$ cat config.mk
export PLATFORM = sky130hd
export DESIGN_NAME = muldiv_unit_flat
export DESIGN_NICKNAME = d
export VERILOG_FILES = /design/src/rtl/muldiv_unit_if.sv /design/src/rtl/muldiv_unit.sv /design/src/flat_wrapper.sv
export SDC_FILE = /design/constraint.sdc
export NUM_CORES = 1
export LEC_CHECK = 0
export ABC_AREA = 1
export BUFFER_PORTS_ARGS = -buffer_cell sky130_fd_sc_hd__buf_2
export CORE_UTILIZATION = 40
export CTS_BUF_LIST = sky130_fd_sc_hd__clkbuf_8 sky130_fd_sc_hd__clkbuf_16
export CTS_CLUSTER_DIAMETER = 80
export CTS_CLUSTER_SIZE = 40
export DETAILED_ROUTE_END_ITERATION = 16
export MAX_ROUTING_LAYER = met4
export PLACE_DENSITY = 0.55
export SLEW_MARGIN = 20
export SYNTH_ARGS = -nofsm -noshare
export SYNTH_HDL_FRONTEND = slang
export SYNTH_SLANG_ARGS = --single-unit
$ cat constraint.sdc
create_clock -name clk -period 4.6 [get_ports clk]
set_input_delay 1.38 -clock clk [delete_from_list [all_inputs] [get_ports clk]]
set_output_delay 1.38 -clock clk [all_outputs]
set_load 0.1 [all_outputs]
$ cat src/rtl/muldiv_unit_if.sv
// Request/response bundle for the RV32M multiply/divide unit.
// The requester owns start/funct3/operands; the unit owns busy/done/result.
interface muldiv_unit_if #(
  parameter int XLEN = 32
);
  logic            start;
  logic [2:0]      funct3;
  logic [XLEN-1:0] a_in;
  logic [XLEN-1:0] b_in;
  logic            busy;
  logic            done;
  logic [XLEN-1:0] result;

  modport master (
    output start, funct3, a_in, b_in,
    input  busy, done, result
  );

  modport slave (
    input  start, funct3, a_in, b_in,
    output busy, done, result
  );
endinterface

$ cat src/rtl/muldiv_unit.sv
// Iterative RV32M multiply/divide: 32 radix-2 steps then a sign fix-up, done 34 edges after start.
// Divide-by-zero and signed overflow bypass the iterations (done 2 edges after start); start ignored while busy.
module muldiv_unit #(
  parameter int XLEN = 32
) (
  input logic          clk,
  input logic          reset_n,
  muldiv_unit_if.slave io
);

  typedef enum logic [1:0] {IDLE, CALC, FIX, DONE} state_t;

  localparam logic [XLEN-1:0] MIN_NEG = {1'b1, {(XLEN-1){1'b0}}};
  localparam logic [XLEN-1:0] ALL_ONE = {XLEN{1'b1}};

  state_t          state;
  state_t          state_nxt;
  logic [2:0]      op;
  logic [XLEN-1:0] acc_hi;
  logic [XLEN-1:0] acc_lo;
  logic [XLEN-1:0] opnd;
  logic            neg_q;
  logic            neg_r;
  logic            special;
  logic [4:0]      cnt;
  logic [XLEN-1:0] result_q;

  logic            accept;
  logic            in_mul;
  logic            in_a_sgn;
  logic            in_b_sgn;
  logic            in_special;
  logic [XLEN-1:0] a_mag;
  logic [XLEN-1:0] b_mag;
  logic [XLEN-1:0] spec_val;

  logic [XLEN:0]   mul_sum;
  logic [XLEN:0]   div_shl;
  logic [XLEN-1:0] hi_nxt;
  logic [XLEN-1:0] lo_nxt;

  logic [2*XLEN-1:0] prod;
  logic [2*XLEN-1:0] prod_s;
  logic [XLEN-1:0]   quo_s;
  logic [XLEN-1:0]   rem_s;
  logic [XLEN-1:0]   fix_val;

  assign accept    = io.start && (state == IDLE || state == DONE);
  assign io.busy   = (state == CALC) || (state == FIX);
  assign io.done   = (state == DONE);
  assign io.result = result_q;

  // Operand decode: which operands are treated as signed, their magnitudes,
  // and the architecturally fixed results that need no iteration.
  always_comb begin
    in_mul     = ~io.funct3[2];
    in_a_sgn   = 1'b0;
    in_b_sgn   = 1'b0;
    in_special = 1'b0;
    spec_val   = '0;
    if (in_mul) begin
      in_a_sgn = (io.funct3[1:0] == 2'b01 || io.funct3[1:0] == 2'b10) && io.a_in[XLEN-1];
      in_b_sgn = (io.funct3[1:0] == 2'b01) && io.b_in[XLEN-1];
    end else begin
      in_a_sgn = ~io.funct3[0] && io.a_in[XLEN-1];
      in_b_sgn = ~io.funct3[0] && io.b_in[XLEN-1];
      if (io.b_in == '0) begin
        in_special = 1'b1;
        spec_val   = io.funct3[1] ? io.a_in : ALL_ONE;
      end else if (~io.funct3[0] && io.a_in == MIN_NEG && io.b_in == ALL_ONE) begin
        in_special = 1'b1;
        spec_val   = io.funct3[1] ? '0 : MIN_NEG;
      end
    end
    a_mag = in_a_sgn ? -io.a_in : io.a_in;
    b_mag = in_b_sgn ? -io.b_in : io.b_in;
  end

  // One radix-2 step. Multiply: acc_lo holds the multiplier and shifts product
  // bits in from the top. Divide: acc_lo holds the dividend and collects quotient bits.
  always_comb begin
    mul_sum = {1'b0, acc_hi} + (acc_lo[0] ? {1'b0, opnd} : '0);
    div_shl = {acc_hi, acc_lo[XLEN-1]};
    if (~op[2]) begin
      hi_nxt = mul_sum[XLEN:1];
      lo_nxt = {mul_sum[0], acc_lo[XLEN-1:1]};
    end else if (div_shl >= {1'b0, opnd}) begin
      hi_nxt = div_shl[XLEN-1:0] - opnd;
      lo_nxt = {acc_lo[XLEN-2:0], 1'b1};
    end else begin
      hi_nxt = div_shl[XLEN-1:0];
      lo_nxt = {acc_lo[XLEN-2:0], 1'b0};
    end
  end

  always_comb begin
    prod   = {acc_hi, acc_lo};
    prod_s = neg_q ? -prod : prod;
    quo_s  = neg_q ? -acc_lo : acc_lo;
    rem_s  = neg_r ? -acc_hi : acc_hi;
    case (op)
      3'b000:                 fix_val = prod_s[XLEN-1:0];
      3'b001, 3'b010, 3'b011: fix_val = prod_s[2*XLEN-1:XLEN];
      3'b100, 3'b101:         fix_val = quo_s;
      default:                fix_val = rem_s;
    endcase
    if (special) fix_val = acc_lo;
  end

  always_ff @(posedge clk or negedge reset_n) begin
    if (!reset_n) state <= IDLE;
    else          state <= state_nxt;
  end

  always_comb begin
    state_nxt = state;
    case (state)
      IDLE: if (accept) state_nxt = in_special ? FIX : CALC;
      CALC: if (cnt == 5'd31) state_nxt = FIX;
      FIX:  state_nxt = DONE;
      DONE: state_nxt = accept ? (in_special ? FIX : CALC) : IDLE;
      default: state_nxt = IDLE;
    endcase
  end

  always_ff @(posedge clk or negedge reset_n) begin
    if (!reset_n) begin
      op       <= '0;
      acc_hi   <= '0;
      acc_lo   <= '0;
      opnd     <= '0;
      neg_q    <= 1'b0;
      neg_r    <= 1'b0;
      special  <= 1'b0;
      cnt      <= '0;
      result_q <= '0;
    end else if (accept) begin
      op      <= io.funct3;
      cnt     <= '0;
      special <= in_special;
      neg_q   <= in_a_sgn ^ in_b_sgn;
      neg_r   <= in_a_sgn;
      acc_hi  <= '0;
      if (in_special) begin
        acc_lo <= spec_val;
        opnd   <= '0;
      end else if (in_mul) begin
        acc_lo <= b_mag;
        opnd   <= a_mag;
      end else begin
        acc_lo <= a_mag;
        opnd   <= b_mag;
      end
    end else if (state == CALC) begin
      acc_hi <= hi_nxt;
      acc_lo <= lo_nxt;
      cnt    <= cnt + 5'd1;
    end else if (state == FIX) begin
      result_q <= fix_val;
    end
  end

endmodule

$ cat src/flat_wrapper.sv
// flat-port wrapper written by rule: the top's interface ports become plain ports
module muldiv_unit_flat 
#(
  parameter int XLEN = 32
)
  (clk, reset_n, io_start, io_funct3, io_a_in, io_b_in, io_busy, io_done, io_result);
  muldiv_unit_if #(.XLEN(XLEN)) io_i ();
  input logic clk;
  input logic reset_n;
  input wire logic [$bits(io_i.start)-1:0] io_start;
  input wire logic [$bits(io_i.funct3)-1:0] io_funct3;
  input wire logic [$bits(io_i.a_in)-1:0] io_a_in;
  input wire logic [$bits(io_i.b_in)-1:0] io_b_in;
  output wire logic [$bits(io_i.busy)-1:0] io_busy;
  output wire logic [$bits(io_i.done)-1:0] io_done;
  output wire logic [$bits(io_i.result)-1:0] io_result;
  assign io_i.start = io_start;
  assign io_i.funct3 = io_funct3;
  assign io_i.a_in = io_a_in;
  assign io_i.b_in = io_b_in;
  assign io_busy = io_i.busy;
  assign io_done = io_i.done;
  assign io_result = io_i.result;
  muldiv_unit #(.XLEN(XLEN)) u_core (.clk(clk), .reset_n(reset_n), .io(io_i));
endmodule
==> impl_metrics.ini <==
[outcome]
outcome = finished, final reports clean

[global_route]
globalRouteOverflowTotal = 0
grt_max_degree = 71
gr-usage-all-layers = 0.399
grt_pass1_vias = 21372
antenna_found_initial = 2
grt_pass1_wl_um = 136000

[finish]
layout-drive-gt1-share = 0.0670
area_delta_synth_final_pct = 9.34
final_cell_area_um2 = 20200
final_nets = 3567

[floorplan]
row_count = 78
die_w_um = 217
die-area_um2 = 47000
core_um2 = 45500
start_util = 0.406
ioPinCount = 104
fp.dieH_um = 217

[yosys]
synth_top_area_cell = nand2_1
synth_flop_cell = dfrtp_1
syn_inst = 3368
ys_ff_latch = 141
synth_async_sr_flop_share = 1.00
ys_warn_count = 0
yosys.area.top_type_share = 0.234
synth_edf_count = 0
yosysSeqAreaShare = 0.191
syn_avg_cell_area_um2 = 5.48
synthesis.area_um2 = 18400
syn_nets = 3517
synthTopCellsByArea = nand2_1 (23%), dfrtp_1 (19%), nand3_1 (8.8%)
ys_types = 55

[power]
p_sw_mw = 10.9
seqPwrFrac = 0.173
p_leak_nw = 10.5
vdd_drop_max_mv = 0.624
p_clk_frac = 0.087
p_comb_frac = 0.740
p_per_area_nw_per_um2 = 830
p_sw_frac = 0.650
intPower_mw = 5.87

[sta]
finalMaxSlewViolations = 0
setup_tns_ns = 0
setup_violations = 0
hold_viol_final = 0
period_minus_slack_ns = 3.63
finClkSkew_ns = 0.0132
fmaxAchievable_mhz = 276
max_slew_margin = 0.280
layout_setup_ws_ns = 0.972
timing.hold.ws_ns = 0.476
worst_slew_pin_slew_ns = 1.08
rsz0062_at_grt = no
timing.final.crit_share = 0.789

[clock_tree]
clk_pin_slew_ns = 0.07
post_cts_buffers = 0
cts_hold_buf = 0
clk_latency_ns = 0.48
cts_root_buffer = clkbuf_16
cts_buffers = 17
h-tree-depth = 4
cts_sinks = 141
post_cts_resized = 0
clock_path_buffers = 2
cts_tree = done

[placement]
io_buffers = 103
place_area_um2 = 19600
dp_hpwl_um = 73200
place_congestion = 1.14
dp_slack_ns = 0.569

[routing]
first_pass_iters = 6
antenna_left = 0
drt-total-wl_um = 92000
drtIter0Drc = 2873
post_drt_via_cell_ratio = 5.78
vias = 23298
wl_per_cell_um = 22.8
drc = 0

[worst_setup_path]
critPathKind = in -> reg
crit_required_ns = 4.97
crit_slowest_cell = nor2_2
crit_path_frequent_cell = nand2_1
slowest_delay_ns = 0.55
cp-start-kind = primary input
r2r_setup_slack_ns = 1.08
crit_fanout = 11
timing.critical_path.cells = buf_2 -> nor2_1 -> nand3_1 -> nor2_2 -> nand4_2 -> nand2_1 -> nand2_1 -> nand3_1 -> nand3_1 -> nand2_1 -> nand2_1
setup.worst_path.end_class = flip-flop
arrival_ns = 4.00

[min_path]
hp-class = reg -> reg

[run]
cap_violations = 0
layout make-up:
cell class,count,area (um^2)
diodes,2,5.00
well taps,600,751
clock inverters,15,165
fillers,5152,25300
inverters,424,1590
multi-input cells,2693,12900
flip-flops and latches,141,3530
repair buffers,141,832
clock buffers,17,425
flip-flops by register name, indices dropped and copies added (netlist names):
name	flops
u_core.special	1
u_core.neg_q	1
u_core.state	2
u_core.opnd	32
u_core.cnt	5
u_core.acc_lo	32
u_core.neg_r	1
u_core.op	3
u_core.acc_hi	32
u_core.io.result	32
critical path: cells and delay by family:
kind | cells | cell delay (ns)
buffers and inverters | 1 | 0.13
and+or+nand+nor | 10 | 2.49
synthesized netlist by cell type (all sizes together), types with 5 or more instances:
cell type and number:
xor2 40, buf 41, a31oi 8, o21a 5
dfrtp 141, o211ai 13, mux2i 5, ha 77
a21oi 189, nand4 84, nor3 26, o21ai 273
o21bai 14, nor2 404, clkinv 5, o22ai 7
clkbuf 69, nand3b 12, inv 419, nand3 326
a21boi 5, xnor2 18, or2 8, nand2 1154
final timing paths:
path / startpoint / end / cells past startpoint
min reg2reg: u_core.io.result[27] / u_core.io.result[27] / 2
max: io_b_in[25] / u_core.acc_lo[25] / 11
min: u_core.io.result[27] / u_core.io.result[27] / 2
min in group asynchronous: reset_n / u_core.acc_hi[6] / 1
max reg2reg: u_core.acc_lo[0] / u_core.acc_hi[27] / 15
max in group asynchronous: reset_n / u_core.acc_lo[20] / 2
power groups by stage:
stage               Sequential (mW)  Clock, mW  Combinational [mW]
global route                   2.91       1.52                13.4
finish                         2.90       1.46                12.4
CTS                            2.84       1.48                12.1
floorplan                      3.32          0                7.39
global placement               2.84          0                12.0
detailed placement             2.86          0                12.0
cell usage in the layout (no fill, tap or decap), types with 3 or more instances in the layout:
cell and count:
nand2_1 1150, inv_1 412, nor2_1 382, nand3_1 323, o21ai_0 260, a21oi_1 187, dfrtp_1 139, buf_2 102
nand4_1 83, ha_1 77, xor2_1 40, buf_4 36, nor3_1 24, xnor2_1 18, clkbuf_16 17, nor2_2 16
o21bai_1 14, o211ai_1 13, nand3b_1 12, o21ai_1 9, inv_2 8, a31oi_1 8, o22ai_1 7, or2_2 7
nor2_4 6, inv_6 6, mux2i_1 5, a21boi_0 5, o21a_1 5, and2_1 4, clkinv_1 3, nand3_2 3
nand2_2 3, o31ai_1 3, a22oi_1 3, o2111ai_1 3, o21ai_2 3, inv_8 3
metal layers:
| layer | global-route usage | part of all wire | up-vias |
|---|---|---|---|
| li1 | - | - | 10980 |
| met4 | 0.177 | 0.045 | 0 |
| met3 | 0.0703 | 0.098 | 190 |
| met1 | 0.518 | 0.42 | 10851 |
| met2 | 0.606 | 0.44 | 1277 |
| met5 | - | 0 | - |
cell families (layout without fill, tap and decap cells):
kind of cell             after synthesis  count (layout)  synth area share
AO/OA/AOI/OAI                        532             532             0.155
XOR/XNOR                              58              58            0.0275
adder cells (fa/ha/maj)               79              79            0.0544
buffers and inverters                534             597             0.113
flip-flops                           141             141             0.191
multiplexers                           5               5           0.00271
other                                  0               2                 0
AND/OR/NAND/NOR                     2019            2019             0.456
per-stage QoR:
stage                     utilization  total power [mW]  instances
after floorplan                     -              10.7       3368
after CTS                       0.443              16.4       4031
after detailed placement        0.430              14.9       3999
final                           0.444              16.8       4033
after global routing            0.444              17.9       4033
after global placement          0.430              14.8       3999
(Power assumes the default switching activity.)
